<file path="src/rtl/multi_port_register_file_pkg.sv">
// Shared register-file types: data/address widths, write-port bundle, port-count defaults.
// Latency: n/a (types only).
// Backpressure: n/a.
package BasicTypes;
    localparam int XLEN     = 32;
    localparam int NUM_REGS = 32;
    localparam int ADDR_W   = $clog2(NUM_REGS);

    typedef logic [XLEN-1:0]   BasicData;
    typedef logic [ADDR_W-1:0] RegAddr;
endpackage

package RegisterFileTypes;
    import BasicTypes::*;

    localparam int DEFAULT_NUM_READ  = 2;
    localparam int DEFAULT_NUM_WRITE = 1;

    typedef struct packed {
        logic     we;
        RegAddr   addr;
        BasicData data;
    } WritePort;
endpackage

</file>
<file path="src/rtl/multi_port_register_file_register_scoreboard.sv">
// Pending-write scoreboard: flush > issue set > write-back clear > hold; x0 never busy.
// Latency: busyVec updates one edge after issue/clear/flush.
// Backpressure: none; WAW hazards are decode's responsibility.
module register_scoreboard
#(
    parameter int NUM_REGS  = 32,
    parameter int NUM_WRITE = 1,
    localparam int ADDR_W   = $clog2(NUM_REGS)
) (
    input  logic                clk,
    input  logic                rst,
    input  logic                issueEnable,
    input  logic [ADDR_W-1:0]   issueAddr,
    input  logic                flush,
    input  logic                wEnable [NUM_WRITE],
    input  logic [ADDR_W-1:0]   wAddr   [NUM_WRITE],
    output logic [NUM_REGS-1:0] busyVec
);
    logic [NUM_REGS-1:1] busy;
    logic [NUM_REGS-1:1] clear;

    always_comb begin
        clear = '0;
        for (int r = 1; r < NUM_REGS; r++) begin
            for (int w = 0; w < NUM_WRITE; w++) begin
                if (wEnable[w] && (wAddr[w] == ADDR_W'(r))) begin
                    clear[r] = 1'b1;
                end
            end
        end
    end

    always_ff @(posedge clk or negedge rst) begin
        if (!rst) begin
            busy <= '0;
        end else begin
            for (int r = 1; r < NUM_REGS; r++) begin
                if (flush) begin
                    busy[r] <= 1'b0;
                end else if (issueEnable && (issueAddr == ADDR_W'(r))) begin
                    busy[r] <= 1'b1;
                end else if (clear[r]) begin
                    busy[r] <= 1'b0;
                end
            end
        end
    end

    assign busyVec = {busy, 1'b0};
endmodule

</file>
<file path="src/rtl/multi_port_register_file.sv">
// Multi-port register file with x0 hardwired, same-cycle write forwarding and pending-write scoreboard.
// Latency: reads combinational, writes visible from flops one edge later (forwarded in the strobe cycle).
// Backpressure: none; rdReady tells decode whether an operand is valid.
module multi_port_register_file
    import BasicTypes::*;
    import RegisterFileTypes::*;
#(
    parameter int XLEN      = BasicTypes::XLEN,
    parameter int NUM_REGS  = BasicTypes::NUM_REGS,
    parameter int NUM_READ  = DEFAULT_NUM_READ,
    parameter int NUM_WRITE = DEFAULT_NUM_WRITE,
    localparam int ADDR_W   = $clog2(NUM_REGS)
) (
    input  logic                clk,
    input  logic                rst,
    input  logic [ADDR_W-1:0]   rdAddr  [NUM_READ],
    output logic [XLEN-1:0]     rdData  [NUM_READ],
    output logic                rdReady [NUM_READ],
    input  logic                wEnable [NUM_WRITE],
    input  logic [ADDR_W-1:0]   wAddr   [NUM_WRITE],
    input  logic [XLEN-1:0]     wData   [NUM_WRITE],
    input  logic                issueEnable,
    input  logic [ADDR_W-1:0]   issueAddr,
    input  logic                flush,
    output logic [NUM_REGS-1:0] busyVec
);
    logic [XLEN-1:0] regs [NUM_REGS-1:1];

    // Later lanes overwrite earlier ones in loop order, so the highest lane wins.
    always_ff @(posedge clk or negedge rst) begin
        if (!rst) begin
            for (int r = 1; r < NUM_REGS; r++) begin
                regs[r] <= '0;
            end
        end else begin
            for (int w = 0; w < NUM_WRITE; w++) begin
                if (wEnable[w] && (wAddr[w] != '0)) begin
                    regs[wAddr[w]] <= wData[w];
                end
            end
        end
    end

    register_scoreboard #(
        .NUM_REGS  (NUM_REGS),
        .NUM_WRITE (NUM_WRITE)
    ) u_scoreboard (
        .clk         (clk),
        .rst         (rst),
        .issueEnable (issueEnable),
        .issueAddr   (issueAddr),
        .flush       (flush),
        .wEnable     (wEnable),
        .wAddr       (wAddr),
        .busyVec     (busyVec)
    );

    // Forwarding is gated by rst so reset reads are clean zeros regardless of lane activity.
    always_comb begin
        for (int i = 0; i < NUM_READ; i++) begin
            logic fwdHit;
            fwdHit     = 1'b0;
            rdData[i]  = '0;
            rdReady[i] = 1'b1;
            if (rst && (rdAddr[i] != '0)) begin
                rdData[i] = regs[rdAddr[i]];
                for (int w = 0; w < NUM_WRITE; w++) begin
                    if (wEnable[w] && (wAddr[w] == rdAddr[i])) begin
                        rdData[i] = wData[w];
                        fwdHit    = 1'b1;
                    end
                end
                rdReady[i] = !busyVec[rdAddr[i]] || fwdHit;
            end
        end
    end
endmodule

</file>
<file path="config.mk">
export PLATFORM = sky130hd
export DESIGN_NAME = multi_port_register_file
export DESIGN_NICKNAME = d
export VERILOG_FILES = /design/src/rtl/multi_port_register_file_pkg.sv /design/src/rtl/multi_port_register_file_register_scoreboard.sv /design/src/rtl/multi_port_register_file.sv
export SDC_FILE = /design/constraint.sdc
export NUM_CORES = 2
export LEC_CHECK = 0
export CAP_MARGIN = 20
export CORE_UTILIZATION = 65
export DETAILED_ROUTE_END_ITERATION = 12
export PLACE_DENSITY_LB_ADDON = 0.12
export SLEW_MARGIN = 30
export SYNTH_ARGS = -nofsm -noshare
export SYNTH_HDL_FRONTEND = slang
export SYNTH_HIERARCHICAL = 1
export SYNTH_SLANG_ARGS = --single-unit
</file>
<file path="constraint.sdc">
create_clock -name clk -period 7.4 [get_ports clk]
set_input_delay 2.22 -clock clk [delete_from_list [all_inputs] [get_ports clk]]
set_output_delay 2.22 -clock clk [all_outputs]
set_load 0.03 [all_outputs]
</file>
* Yosys cells after proc, flatten, opt, wreduce, memory -nomap -nowiden *
Index checks and enable logic that the tools add are counted.

word-level totals
  input port bits = 57
  register bits after elaboration = 1,023

operators by class
  reduce and logical (&&, ||, !) cells = 106
  muxes and demuxes = 145
  eq/ne operators = 64
  magnitude comparators = 4

operators by type and width
  operator                                                                              number
  992-bit bitwise mux                                                                   1
  32-bit binary-select mux with 5-bit select                                            2
  32-bit 2-to-1 mux                                                                     7
  32-bit demux with 5-bit select                                                        1
  5-bit == test (second input constant)                                                 32
  1-bit 2-to-1 mux                                                                      132
  3-bit nonzero test                                                                    31
  5-bit by 4-bit == test with 1-bit output (second input constant)                      16
  1-bit logical AND                                                                     68
  5-bit by 3-bit == test with 1-bit output (second input constant)                      8
  5-bit by 2-bit == test with 1-bit output (second input constant)                      4
  5-bit by 6-bit < comparator with 1-bit output (second input constant)                 3
  5-bit nonzero test                                                                    3
  1-bit binary-select mux with 5-bit select                                             2
  5-bit by 1-bit == test with 1-bit output (second input constant)                      2
  5-bit == test                                                                         2
  5-bit by 1-bit greater-or-equal comparator with 1-bit output (second input constant)  1
  1-bit zero test                                                                       2
  1-bit logical OR                                                                      2

* Longest topological paths before layout *
  depth after elaboration = 6
  depth in mapped cells = 11

* By module *
The synthesis kept the hierarchy.

modules (own cells, without submodules)
  module                    instances  area each (µm²)  cells an instance  sequential area each (µm²)
  multi_port_register_file  1          54,101.9         3,672              24,823.8
  register_scoreboard       1          1,541.5          164                775.7

* Worst setup path before layout *
Ideal clock, no wire load.

  path type = input to output
  start point = input rdAddr[8] (netlist bit)
  end point = output rdData[51] (netlist bit)
  stages = 7
  data required time = 5.180 ns
  setup slack = 0.803 ns
  buffers on the path = 2
  data arrival time = 4.377 ns
  cells stage by stage = clkbuf_1 > xor2_1 > nor4_2 > nand2_1 > clkbuf_1 > nand3_1 > nor4bb_1

RTL lines
  item                line                            text
  start: declaration  multi_port_register_file.sv:16  input logic [ADDR_W-1:0] rdAddr [NUM_READ],
  end: declaration    multi_port_register_file.sv:17  output logic [XLEN-1:0] rdData [NUM_READ],

==> results.sh <==
export IMPL_numPortBuffers=153
export IMPL_cts_hold_buffers=0
export IMPL_grt_pass1_wl_mm=275
export IMPL_p_sw_frac=0.281
export IMPL_fmax_mhz=135
export IMPL_syn_nets=3893
export IMPL_vias_per_cell=7.66
export IMPL_worstMarginPinSlew_ps=1100
export IMPL_power_net_switching_uw=4750
export IMPL_htree_levels=3
export IMPL_cellPowerDensity_nw_per_um2=266
export IMPL_die_w_um=295
export IMPL_synth_top_cells_by_count="1,062 x mux2_2, 1,023 x dfrtp_1, 450 x mux4_2"
export IMPL_synth_flop_cell="dfrtp_1"
export IMPL_worst_ep_required_time_ps=5180
export IMPL_grt_ovfl_total=0
export IMPL_worstPathArrival_ps=5170
export IMPL_grt_setup_unrepaired="false"
export IMPL_crit_chain="buf_8 -> buf_12 -> nor2b_4 -> a22o_1 -> a211oi_1 -> nor3_1 -> a221o_1 -> buf_12"
export IMPL_outcome="finished clean"
export IMPL_num_rows=106
export IMPL_cts_buffers=108
export IMPL_grt_pass1_vias=41000
export IMPL_synth_top_area_frac=0.460
export IMPL_netlist_area_um2=55600
export IMPL_cts_resized=1
export IMPL_async_flop_share=1.00
export IMPL_finish_utilization=0.756
export IMPL_min_period_over_period=0.998
export IMPL_die_area_um2=86800
export IMPL_drc_errors=0
export IMPL_postSynthAreaPerCell_um2=14.5
export IMPL_root_buffer="clkbuf_16"
export IMPL_power_leakage_uw=0.0273
export IMPL_combinationalPowerShare=0.223
export IMPL_synth_most_common_cell="mux2_2"
export IMPL_dp_cells=4946
export IMPL_vdd_drop_max_mv=0.202
export IMPL_clk_latency_ps=700
export IMPL_hpwl_mm=114
export IMPL_holdWs_ps=525
export IMPL_rrSetupSlack_ps=6480
export IMPL_yosysWarnings=6
export IMPL_clkPwrFrac=0.334
export IMPL_drv_slew=0
export IMPL_grt_max_degree=142
export IMPL_fin_crit_ps=7390
export IMPL_track_usage=0.438
export IMPL_synth_edf_count=0
export IMPL_syn2layout_area_growth_pct=14.4
export IMPL_cts_sinks=1023
export IMPL_antenna_found_initial=6
export IMPL_drv_cap=0
export IMPL_floorplan_initialDensity=0.661
export IMPL_critPathMostFrequentCell="buf_12"
export IMPL_finClkSkew_ps=0
export IMPL_nFillCells=4958
export IMPL_drt_total_wl_mm=185
export IMPL_cp_start_kind="input pin"
export IMPL_vias=39500
export IMPL_p_int_uw=12200
export IMPL_crit_path_end_kind="primary output"
export IMPL_core_area_um2=84200
export IMPL_pwr_share_seq=0.443
export IMPL_final_layout_size_suffix_gt1_frac=0.512
export IMPL_slew_headroom=0.268
export IMPL_ys_ff_latch=1023
export IMPL_syn_inst=3836
export IMPL_die_y_um=295
export IMPL_gp_congestion=0.931
export IMPL_final_antenna_net_count=0
export IMPL_cts_max_path_buffers=3
export IMPL_nets=3979
export IMPL_ys_types=58
export IMPL_io_pins=155
export IMPL_yosysTopAreaCell="dfrtp_1"
export IMPL_critPathKind="input pin to primary output"
export IMPL_cts_tree="built"
export IMPL_path_clk_slew_ps=60
export IMPL_cp_slowest_cell="nor2b_4"
export IMPL_crit_path_max_incr_delay_ps=860
export IMPL_min_path_type="flop to flop"
export IMPL_cts_setup_buffers=0
export IMPL_hold_viol=0
export IMPL_setup_viol=0
export IMPL_wl_per_cell_um=35.8
export IMPL_final_cells=5153
export IMPL_synth_seq_area_share=0.460
export IMPL_drtIter0Drc=5130
export IMPL_dr_pass1_iters=8
export IMPL_synth_area_leaders="dfrtp_1 46%, mux2_2 21%, mux4_2 18%"
export IMPL_crit_fanout=39
==> worst paths after layout <==
| path | startpoint | to | cells past startpoint |
|---|---|---|---|
| setup / recovery | rdAddr[0] | rdData[20] | 8 |
| hold / removal | regs[973] | regs[973] | 1 |
| setup reg to reg | u_scoreboard/busy[21] | u_scoreboard/busy[21] | 3 |
| hold reg to reg | regs[973] | regs[973] | 1 |
| max in group asynchronous | rst | regs[449] | 5 |
| min in group asynchronous | rst | regs[373] | 1 |
==> routing by layer <==
layer,global-route usage,vias up,part of all wire
met3,0.143,708,0.13
met5,0.00170,-,0.00028
li1,-,15100,-
met4,0.233,2,0.061
met1,0.586,20800,0.36
met2,0.641,2868,0.45
==> power groups by stage <==
stage / logic (uW) / clock network [uW] / registers (uW)
final: 3770 / 5660 / 7500
after global routing: 3960 / 5910 / 7600
after CTS: 3730 / 5670 / 7440
after detailed placement: 3700 / 0 / 7530
after global placement: 3570 / 0 / 7370
after floorplan: 2670 / 0 / 7240
==> final cells by class <==
class                   instances  area (um2)  area share
repair buffers                387        4540      0.0712
multi-input cells            2398       28400       0.446
flip-flops and latches       1023       25600       0.402
diodes                          6        15.0    0.000236
clock inverters                32         403     0.00633
clock buffers                 169        3300      0.0519
well taps                    1134        1420      0.0223
inverters                       4        17.5    0.000275
==> cell families (layout without fill, tap and decap cells) <==
logic type,after synthesis,count (layout),share of synthesized area
and+or+nand+nor,330,330,0.0311
other,1,7,0.0000674
buffers and inverters,415,592,0.0338
xor gates and xnor gates,10,10,0.00157
AOI/OAI and AO/OA,436,436,0.0567
muxes,1621,1621,0.417
DFF,1023,1023,0.460
==> state kept, by name, indices dropped and copies added (netlist names) <==
| signal | count |
|---|---|
| regs | 992 |
| u_scoreboard/busy | 31 |
==> metrics by stage <==
stage	power, uW	cell area, um2	setup WS [ps]	setup TNS [ps]
floorplan	9900	55600	803	0
global route	17500	63700	35.8	0
CTS	16800	63600	97.8	0
finish	16900	63700	14.8	0
detailed placement	11200	59900	-18.8	-18.8
global placement	10900	59700	-316	-316
==> layout by cell type, fill, tap and decap left out, types with 36 or more instances in the layout <==
cell type / netlist / routed
mux2i_1: 109 / 109
a22o_1: 45 / 45
dfrtp_1: 1023 / 1023
buf_4: 36 / 188
o22ai_1: 95 / 95
mux4_2: 450 / 450
nor2_1: 57 / 41
o21ai_1: 43 / 42
a211oi_1: 59 / 58
a221o_1: 53 / 53
clkbuf_16: 0 / 109
nand2_1: 82 / 65
buf_12: 0 / 101
mux2_2: 1062 / 1062
o21ai_0: 36 / 36
clkdlybuf4s50_1: 0 / 72
nor2b_1: 62 / 60
==> worst max-delay path, delay by kind of cell <==
family / cells / cell delay, ps
buffers and inverters: 3 / 640
AND/OR/NAND/NOR: 2 / 1610
AO/OA/AOI/OAI: 3 / 660
Power figures use the tool's default switching activity.
